==> src/rtl/serial_subtractor_if.sv <==
// Handshake and result bundle for the bit-serial subtractor.
//
// Handshake: start is the request "valid" and ready is its "ready"; an
// operation transfers on a rising clock edge where start && ready are both 1,
// and a/b are captured on that edge only. done is a one-cycle pulse marking
// diff and the N/Z/C/V flags as freshly valid; the results then hold until
// the next done or reset. There is no back-pressure on done.
interface serial_subtractor_if #(
  parameter int WIDTH = 64
);
  logic             start;
  logic [WIDTH-1:0] a;
  logic [WIDTH-1:0] b;
  logic             ready;
  logic             done;
  logic [WIDTH-1:0] diff;
  logic             negative;
  logic             zero;
  logic             carry_out;
  logic             overflow;

  modport master (
    output start, a, b,
    input  ready, done, diff, negative, zero, carry_out, overflow
  );

  modport slave (
    input  start, a, b,
    output ready, done, diff, negative, zero, carry_out, overflow
  );
endinterface

==> src/rtl/serial_subtractor.sv <==
// Bit-serial two's-complement subtractor: diff = a - b, LSB first, one
// full-adder cell per clock (b inverted, carry seeded with 1).
// Produces ARM-style N/Z/C/V flags; C=1 means no borrow.
module serial_subtractor #(
  parameter int WIDTH = 64
) (
  input  logic                clk,
  input  logic                reset_n,
  serial_subtractor_if.slave  bus,
  output logic [1:0]          dbg_state
);
  localparam int CNT_W = $clog2(WIDTH);

  typedef enum logic [1:0] {
    IDLE = 2'd0,
    RUN  = 2'd1,
    DONE = 2'd2
  } state_t;

  state_t           state_q;
  state_t           state_d;
  logic [WIDTH-1:0] a_sr;
  logic [WIDTH-1:0] b_sr;
  logic [WIDTH-1:0] res_sr;
  logic [CNT_W-1:0] count_q;
  logic             carry_q;
  logic [WIDTH-1:0] diff_q;
  logic             neg_q;
  logic             zero_q;
  logic             cout_q;
  logic             ovf_q;

  logic             bit_a;
  logic             bit_nb;
  logic             sum_bit;
  logic             carry_next;
  logic             last_bit;
  logic [WIDTH-1:0] res_next;

  // Single full-adder cell on the current LSBs; b is inverted for subtraction.
  assign bit_a      = a_sr[0];
  assign bit_nb     = ~b_sr[0];
  assign sum_bit    = bit_a ^ bit_nb ^ carry_q;
  assign carry_next = (bit_a & bit_nb) | ((bit_a ^ bit_nb) & carry_q);
  assign res_next   = {sum_bit, res_sr[WIDTH-1:1]};
  assign last_bit   = (state_q == RUN) && (count_q == CNT_W'(WIDTH - 1));

  // State register.
  always_ff @(posedge clk or negedge reset_n) begin
    if (!reset_n) begin
      state_q <= IDLE;
    end else begin
      state_q <= state_d;
    end
  end

  // Next-state logic: IDLE -> RUN on start, RUN -> DONE after the MSB, DONE -> IDLE.
  always_comb begin
    state_d = state_q;
    case (state_q)
      IDLE:    if (bus.start) state_d = RUN;
      RUN:     if (last_bit) state_d = DONE;
      DONE:    state_d = IDLE;
      default: state_d = IDLE;
    endcase
  end

  // Operand capture, serial datapath and result/flag registers.
  always_ff @(posedge clk or negedge reset_n) begin
    if (!reset_n) begin
      a_sr    <= '0;
      b_sr    <= '0;
      res_sr  <= '0;
      count_q <= '0;
      carry_q <= 1'b1;
      diff_q  <= '0;
      neg_q   <= 1'b0;
      zero_q  <= 1'b0;
      cout_q  <= 1'b0;
      ovf_q   <= 1'b0;
    end else begin
      case (state_q)
        IDLE: begin
          if (bus.start) begin
            a_sr    <= bus.a;
            b_sr    <= bus.b;
            carry_q <= 1'b1;
            count_q <= '0;
          end
        end
        RUN: begin
          a_sr    <= a_sr >> 1;
          b_sr    <= b_sr >> 1;
          res_sr  <= res_next;
          carry_q <= carry_next;
          count_q <= count_q + CNT_W'(1);
          if (last_bit) begin
            diff_q <= res_next;
            neg_q  <= sum_bit;
            zero_q <= ~|res_next;
            cout_q <= carry_next;
            // carry_q here is still the carry into the MSB cell.
            ovf_q  <= carry_q ^ carry_next;
          end
        end
        default: ;
      endcase
    end
  end

  assign bus.ready     = (state_q == IDLE);
  assign bus.done      = (state_q == DONE);
  assign bus.diff      = diff_q;
  assign bus.negative  = neg_q;
  assign bus.zero      = zero_q;
  assign bus.carry_out = cout_q;
  assign bus.overflow  = ovf_q;
  assign dbg_state     = state_q;
endmodule

==> src/flat_wrapper.sv <==
// flat-port wrapper written by rule: the top's interface ports become plain ports
module serial_subtractor_flat 
#(
  parameter int WIDTH = 64
)
  (clk, reset_n, dbg_state, bus_start, bus_a, bus_b, bus_ready, bus_done, bus_diff, bus_negative, bus_zero, bus_carry_out, bus_overflow);
  serial_subtractor_if #(.WIDTH(WIDTH)) bus_i ();
  input  logic clk;
  input  logic reset_n;
  output logic [1:0] dbg_state;
  input wire logic [$bits(bus_i.start)-1:0] bus_start;
  input wire logic [$bits(bus_i.a)-1:0] bus_a;
  input wire logic [$bits(bus_i.b)-1:0] bus_b;
  output wire logic [$bits(bus_i.ready)-1:0] bus_ready;
  output wire logic [$bits(bus_i.done)-1:0] bus_done;
  output wire logic [$bits(bus_i.diff)-1:0] bus_diff;
  output wire logic [$bits(bus_i.negative)-1:0] bus_negative;
  output wire logic [$bits(bus_i.zero)-1:0] bus_zero;
  output wire logic [$bits(bus_i.carry_out)-1:0] bus_carry_out;
  output wire logic [$bits(bus_i.overflow)-1:0] bus_overflow;
  assign bus_i.start = bus_start;
  assign bus_i.a = bus_a;
  assign bus_i.b = bus_b;
  assign bus_ready = bus_i.ready;
  assign bus_done = bus_i.done;
  assign bus_diff = bus_i.diff;
  assign bus_negative = bus_i.negative;
  assign bus_zero = bus_i.zero;
  assign bus_carry_out = bus_i.carry_out;
  assign bus_overflow = bus_i.overflow;
  serial_subtractor #(.WIDTH(WIDTH)) u_core (.clk(clk), .reset_n(reset_n), .bus(bus_i), .dbg_state(dbg_state));
endmodule
==> config.mk <==
export PLATFORM = sky130hd
export DESIGN_NAME = serial_subtractor_flat
export DESIGN_NICKNAME = d
export VERILOG_FILES = /design/src/rtl/serial_subtractor_if.sv /design/src/rtl/serial_subtractor.sv /design/src/flat_wrapper.sv
export SDC_FILE = /design/constraint.sdc
export NUM_CORES = 1
export LEC_CHECK = 0
export CORE_AREA = 2 2 193 138
export DETAILED_ROUTE_END_ITERATION = 10
export DIE_AREA = 0 0 195 140
export PLACE_DENSITY = 0.69
export SYNTH_ARGS = -nofsm -noshare
export SYNTH_HDL_FRONTEND = slang
export SYNTH_SLANG_ARGS = --single-unit
==> constraint.sdc <==
create_clock -name clk -period 5.3 [get_ports clk]
set_input_delay 1.06 -clock clk [delete_from_list [all_inputs] [get_ports clk]]
set_output_delay 1.06 -clock clk [all_outputs]
set_load 0.03 [all_outputs]
# Yosys cells after proc, flatten, opt, wreduce, memory -nomap -nowiden
# Index checks and enable logic that the tools add are counted.
# op_classes
addsub	1
n_mux	11
eq_ne	5
bitwise_logic	7
n_reduce_logical	8
# ops
op	n
one-hot mux 64 bit (2 select lines)	2
two-way mux 64 bit	2
OR reduction 64 bit	1
one-hot mux 6 bit (2 select lines)	1
adder 6 x 1 -> 6 bit (second input constant)	1
== test 6 bit (second input constant)	1
two-way mux 6 bit	1
AND reduction 2 bit	3
two-way mux 2 bit	2
one-hot mux 2 bit (2 select lines)	1
bitwise XOR 1 bit	3
bitwise AND 1 bit	2
== test 2 x 1 -> 1 bit (second input constant)	1
== test 2 bit (second input constant)	1
zero test 2 bit	1
inequality test 2 x 1 -> 1 bit (second input constant)	1
inequality test 2 bit (second input constant)	1
one-hot mux 1 bit (2 select lines)	1
nonzero test 2 bit	1
logical AND 1 bit	1
zero test 1 bit	1
two-way mux 1 bit	1
inverter 1 bit	1
bitwise OR 1 bit	1
# word_totals
input_bits	131
wordCells	43
output_inout_bits	72
reg_bits	269

# Longest topological paths before layout
# Gate-level depths: netlist (run 1).
# logic_depth
depth_word	5
depth_mapped	7
depth_no_buf	6

# Worst setup path before layout (run 1)
# No wires, ideal clock.
# synth_path
path_type	reg-to-output
startpoint	register u_core.state_q[1] (netlist: u_core.dbg_state[1])
endpoint	output bus_done
path_slack_ns	2.652
n_path_buf	3
path_stages_with_launch	5
t_arrival_ns	1.588
path_cell_list	dfrtp_1 > clkbuf_1 > buf_2 > buf_2 > nor2b_1
# synth_via
elab_chain_len	1
# synth_rtl
element	line	source
start, declared	serial_subtractor.sv:20	state_t state_q;
start signal, assigned	serial_subtractor.sv:53	state_q <= state_d;
== test 2 bit	serial_subtractor.sv:112	assign bus.done = (state_q == DONE);
end, declared	flat_wrapper.sv:15	output wire logic [$bits(bus_i.done)-1:0] bus_done;
# No other way between the ends.

# Worst setup path after layout (run 1)
# layout_path
startpoint	register u_core.state_q[0] (netlist: u_core.dbg_state[0])
endpoint	output bus_ready
# layout_via
elab_chain_len	1
# layout_rtl
element	line	source
zero test 2 bit	serial_subtractor.sv:111	assign bus.ready = (state_q == IDLE);
end, declared	flat_wrapper.sv:14	output wire logic [$bits(bus_i.ready)-1:0] bus_ready;
# No other way between the ends.

==> results.toml, run 1 <==
[clock_tree]
tritoncts = "done"
clock-root-buffer = "clkbuf_16"
max-clock-path-buffers = 3
cts_buffers = 27
cts_htree_levels = 1
cts_hold_repair.buffers = 0
cts_setup_buffers = 0
clkTransAtPathRegs_ns = 0.06
worst_skew_pair.late_latency_ns = 0.54
count_of_clock_tree_sinks = 267
post_cts_resize_count = 0

[critical_path]
critical_path_arrival_ns = 2.32
crit_path_top_delay_cell = "dfrtp_4"
crit_required_ns = 4.24
start_kind = "flop"
worst-path-max-fanout = 65
worst_setup_path_end_kind = "output pin"
r2r_setup_slack_ns = 2.54
cp_slowest_stage_delay_ns = 0.73
setup.worst_path.class = "flop to output pin"
cp_cell_sequence = "nor2_1, clkdlybuf4s50_1"

[placed_design]
dpl.cell_count = 1513
post-place-ws_ns = 2.012
dp_hpwl_um = 16600
routabilityCongestion = 0.7587
postPlaceCellArea_um2 = 13430
place.port_buffers = 202

[timing]
totalNegativeSetupSlack_ns = 0
fin_worst_skew_ns = 0.01700
setup_slack_ns = 1.917
post_route_worst_hold_slack_ns = 0.4813
unrepaired_setup_endpoints_after_global_routing = "false"
report.final.hold_viol_count = 0
timing.final.setup_violations = 0
relSlewSlack = 0.3392
post-route-period-util = 0.6383
max_slew.worst_pin.slew_ns = 0.9911
maxClockFrequency_ghz = 0.2956
timing_max_transition_violations_final = 0
fin_crit_ns = 3.383

[outcome]
outcome = "complete, no violations"

[layout]
final_net_count = 1344
area_growth_syn_to_layout_pct = 26.39
layout.cells.most_common_list = "nand2_1, dfrtp_1, clkdlybuf4s50_1, o21ai_0, a22oi_1"
final_layout_size_suffix_gt1_frac = 0.09845
final_core_util = 0.5626
finish.instance_area_um2 = 14280
layout_commonest_cell = "nand2_1"
final_cells = 1561
layout.filler_cells = 2165

[job]
maxCapViolCount = 0

[routing]
drtIter0Drc = 653
route.antenna.remaining_nets = 0
vias = 8304
wire_per_inst_um = 17.16
route.detailed.vias_per_inst = 5.320
totalWireLength_um = 26790
drtPass1Iterations = 5
drc = 0

[synthesis]
postSynth.asyncResetShare = 1.000
synth_seq_area_share = 0.5915
synth.yosys.warnings = 0
synth_enable_flop_cells = 0
yosysUniqueCellTypes = 36
mappedNetlistNets = 1186
synth_seq_cells = 267
ys.flop_type = "dfrtp_1"
yosys.area.top_type = "dfrtp_1"
synth_area_um2 = 11300
post_synth_inst_count = 1053
synth.avg_cell_area_um2 = 10.73
synth_largest_type_area_fraction = 0.5892
ys_top_cells_by_area = "dfrtp_1, nand2_1, a22oi_1"

[global_route]
grt_first_pass_wirelength_um = 43480
overflow = 0
grt_start_max_net_pins = 131
vias_in_the_first_global_route = 8070
grt_antenna_before_repair = 2
grt_use_total = 0.1932

[floorplanning]
die_area_um2 = 27300
die-width_um = 195
die_y_um = 140
placeableCoreArea_um2 = 25380
initial_core_util = 0.4451
boundaryPins = 203
row_count = 49

[power]
pwr_density_cell_nw_per_um2 = 461.2
peak_vdd_ir_mv = 0.2262
leakage_nw = 6.450
post-layout-total-power_mw = 6.585

[min_path]
timing.hold.worst.class = "flop to flop"
==> metal layers <==
metal  routed length (um)  global-route usage
met1                13520              0.3081
met2                11240              0.2705
met3                 1538             0.03829
met4                  488             0.04058
met5                    0                   0
==> synthesized netlist by cell type (2+ instances only) <==
| cell type | n |
|---|---|
| buf_6 | 2 |
| buf_2 | 28 |
| nor2b_1 | 8 |
| clkbuf_1 | 46 |
| mux2_2 | 2 |
| nor2_1 | 2 |
| a22oi_1 | 127 |
| mux2_4 | 61 |
| a21oi_1 | 4 |
| nand4_1 | 5 |
| dfrtp_1 | 266 |
| inv_1 | 4 |
| o21ai_0 | 138 |
| nor4_1 | 15 |
| buf_12 | 6 |
| nand2_1 | 319 |
==> state kept, by name (all words and copies together) (netlist names), 2 cells and up <==
signal	count
u_core.a_sr	64
u_core.b_sr	64
u_core.bus.diff	63
u_core.count_q	6
u_core.dbg_state	2
u_core.res_sr	63
==> cells by family after synthesis <==
kind of cell,count (synthesis),synth area share
AND/OR/NAND/NOR,356,0.1266
AO/OA/AOI/OAI,277,0.1528
flip-flops,267,0.5915
buffers and inverters,87,0.04231
multiplexers,63,0.08307
adder cells (fa/ha/maj),2,0.002880
XOR/XNOR,1,0.0007754
==> where the power goes <==
part           leakage (nW)  total (mW)  internal, mW  switching [mW]
clock                 0.410        1.85          1.07           0.779
sequential             3.54        3.19          2.69           0.509
combinational          2.49        1.54         0.778           0.763
total                  6.45        6.59          4.53            2.05
==> critical path, delay by kind of cell (launching register included) <==
family                 cells  cell delay [ns]
buffers and inverters      1             0.72
DFF                        1             0.73
and+or+nand+nor            1             0.32
==> layout make-up <==
type,count,area [um2],share of cell area
Antenna cell,1,2.502,0.0001753
Timing Repair Buffer,212,2140,0.1498
Inverter,4,15.01,0.001052
Clock inverter,4,51.30,0.003593
Clock buffer,43,795.8,0.05573
Sequential cell,267,6690,0.4685
Tap cell,331,414.1,0.02900
Multi-Input combinational cell,699,4170,0.2921
==> final timing paths <==
kind                                                      start                               to  cells after the start
worst max-delay path            u_core.dbg_state[0]$_DFFE_PN0P_                        bus_ready                      2
worst min-delay path                 u_core.a_sr[1]$_DFFE_PN0P_       u_core.a_sr[1]$_DFFE_PN0P_                      2
worst max register to register  u_core.dbg_state[0]$_DFFE_PN0P_  u_core.bus.diff[26]$_DFFE_PN0P_                      4
worst min register to register       u_core.a_sr[1]$_DFFE_PN0P_       u_core.a_sr[1]$_DFFE_PN0P_                      2
max in group asynchronous                               reset_n  u_core.dbg_state[1]$_DFFE_PN0P_                      2
min in group asynchronous                               reset_n  u_core.bus.diff[27]$_DFFE_PN0P_                      1
Note: power is estimated with default switching activity, not from simulation.
==> inputs of run 2 (changes only) <==
--- a/config.mk
+++ b/config.mk
@@ -8,7 +8,7 @@
 export CORE_AREA = 2 2 193 138
 export DETAILED_ROUTE_END_ITERATION = 10
 export DIE_AREA = 0 0 195 140
-export PLACE_DENSITY = 0.69
+export PLACE_DENSITY = 0.72
 export SYNTH_ARGS = -nofsm -noshare
 export SYNTH_HDL_FRONTEND = slang
 export SYNTH_SLANG_ARGS = --single-unit
==> constraint.sdc (replaced) <==
create_clock -name clk -period 2.8 [get_ports clk]
set_input_delay 0.56 -clock clk [delete_from_list [all_inputs] [get_ports clk]]
set_output_delay 0.56 -clock clk [all_outputs]
set_load 0.03 [all_outputs]
==> run 2 against run 1 <==
Effect of this change:
- worst hold slack worse by 0.00097 ns
- routed wire length is 0.69% higher
- clock skew fell by 0.0030 ns
- register-to-register slack got worse by 1.9 ns
- critical path type unchanged
- die area unchanged
==> results.toml, run 2 (synthesis results as in run 1) <==
[routing]
vias = 8435
detailroute.wirelength.met3_um = 1696
route.antenna.remaining_nets = 0
drtPass1Iterations = 5
routed.top_layer = "met4"
drc = 0
wl_met2_um = 11330
drtIter0Drc = 564
route.detailed.vias_per_inst = 5.366
detail_route.wirelength.met1_um = 13450
wire_per_inst_um = 17.16
totalWireLength_um = 26980

[job]
maxCapViolCount = 0

[timing]
timing.final.setup_violations = 0
totalNegativeSetupSlack_ns = 0
setup_slack_ns = 0.05832
fin_worst_skew_ns = 0.01398
timing_max_transition_violations_final = 0
fin_crit_ns = 2.742
report.final.hold_viol_count = 0
unrepaired_setup_endpoints_after_global_routing = "false"
relSlewSlack = 0.4739
post-route-period-util = 0.9792
max_slew.worst_pin.slew_ns = 0.7819
post_route_worst_hold_slack_ns = 0.4804
maxClockFrequency_ghz = 0.3647

[global_route]
grt_start_max_net_pins = 74
grt_first_pass_wirelength_um = 43350
grt_antenna_before_repair = 0
vias_in_the_first_global_route = 8024
grt_use_total = 0.1922
overflow = 0

[floorplanning]
placeableCoreArea_um2 = 25380
die_area_um2 = 27300
die-width_um = 195
die_y_um = 140
boundaryPins = 203
initial_core_util = 0.4451
row_count = 49

[power]
total_switching_power_mw = 3.870
swShare = 0.3036
power.clock.fraction = 0.294
peak_vdd_ir_mv = 0.4623
internal_power_mw = 8.878
pwr_density_cell_nw_per_um2 = 877.7
sequentialPowerShare = 0.473
leakage_nw = 6.574
comb_power_share = 0.234

[clock_tree]
post_cts_resize_count = 0
count_of_clock_tree_sinks = 267
clock-root-buffer = "clkbuf_16"
clkTransAtPathRegs_ns = 0.07
cts_buffers = 26
worst_skew_pair.late_latency_ns = 0.52
cts_htree_levels = 1
tritoncts = "done"
max-clock-path-buffers = 3

[critical_path]
worst_setup_path_end_kind = "output pin"
critical_path_arrival_ns = 2.18
setup.worst_path.class = "flop to output pin"
crit_required_ns = 2.24
start_kind = "flop"
worst-path-max-fanout = 20

[placed_design]
routabilityCongestion = 0.7852
dp_hpwl_um = 17160
post-place-ws_ns = 0.5350
place.port_buffers = 202

[layout]
top_regs = "u_core.a_sr x64, u_core.b_sr x64"
layout.filler_cells = 2127
layout_commonest_cell = "nand2_1"
final_net_count = 1353
final_layout_size_suffix_gt1_frac = 0.1073
layout.cells.most_common_list = "nand2_1, dfrtp_1, clkdlybuf4s50_1, o21ai_0, a22oi_1"
area_growth_syn_to_layout_pct = 28.56

[outcome]
outcome = "complete, no violations"

[min_path]
timing.hold.worst.class = "flop to flop"
## run 2: through the flow
stage          cell area (um2)  cells    util  power (mW)
6_report                 14520   1572  0.5722       12.75
4_1_cts                  14520   1571  0.5721       12.86
5_1_grt                  14520   1571  0.5721       13.50
3_5_place_dp             13580   1521  0.5349       9.063
3_3_place_gp             13580   1521  0.5349       8.917
2_1_floorplan            11300   1053       -       7.793
## run 2: power groups by stage
stage | sequential [mW] | combinational [mW] | clock, mW
3_5_place_dp | 6.06 | 3.01 | 0
2_1_floorplan | 6.15 | 1.64 | 0
6_report | 6.03 | 2.98 | 3.74
5_1_grt | 6.19 | 3.31 | 4.00
4_1_cts | 6.01 | 3.02 | 3.83
3_3_place_gp | 6.02 | 2.90 | 0
## run 2: critical path: stages (launching register included)
cell and delay (ns):
dfrtp_4 0.57, nor2b_1 0.35, clkdlybuf4s50_1 0.74
## run 2: worst paths after layout
| check | start | end | slack [ns] | cells after the start |
|---|---|---|---|---|
| max in group asynchronous | reset_n | u_core.carry_q$_DFFE_PN1P_ | 1.46 | 3 |
| min in group asynchronous | reset_n | u_core.bus.diff[27]$_DFFE_PN0P_ | 0.58 | 2 |
| min reg2reg | u_core.b_sr[38]$_DFFE_PN0P_ | u_core.b_sr[38]$_DFFE_PN0P_ | 0.48 | 2 |
| max | u_core.dbg_state[1]$_DFFE_PN0P_ | bus_done | 0.06 | 2 |
| max reg2reg | u_core.count_q[0]$_DFFE_PN0P_ | u_core.bus.diff[56]$_DFFE_PN0P_ | 0.61 | 5 |
| min | u_core.b_sr[38]$_DFFE_PN0P_ | u_core.b_sr[38]$_DFFE_PN0P_ | 0.48 | 2 |
## run 2: layout make-up
class / instances / area [um2] / area share
Tap cell: 331 / 414.1 / 0.02851
Clock inverter: 7 / 135.1 / 0.009304
Sequential cell: 267 / 6690 / 0.4606
Clock buffer: 41 / 788.3 / 0.05427
Inverter: 4 / 15.01 / 0.001034
Antenna cell: 1 / 2.502 / 0.0001723
Multi-Input combinational cell: 699 / 4170 / 0.2871
Timing Repair Buffer: 222 / 2308 / 0.1589
## run 2: layer usage
layer | GRT usage | vias up
met5 | 0 | -
met4 | 0.03817 | 0
met3 | 0.03901 | 36
met2 | 0.2680 | 238
met1 | 0.3075 | 4174
li1 | - | 3987
## run 2: repair_timing
item	4_1_cts	5_1_grt
hold buffers	1	0
setup endpoints to repair	1	0
setup buffers	1	0
endpoints found under the hold margin	54	0
==> inputs of run 3 (changes only) <==
--- a/config.mk
+++ b/config.mk
@@ -5,6 +5,7 @@
 export SDC_FILE = /design/constraint.sdc
 export NUM_CORES = 1
 export LEC_CHECK = 0
+export CAP_MARGIN = 30
 export CORE_AREA = 2 2 193 138
 export DETAILED_ROUTE_END_ITERATION = 10
 export DIE_AREA = 0 0 195 140
==> results of run 3 <==
Final layout, timing and power as in run 2 (identical DEF).
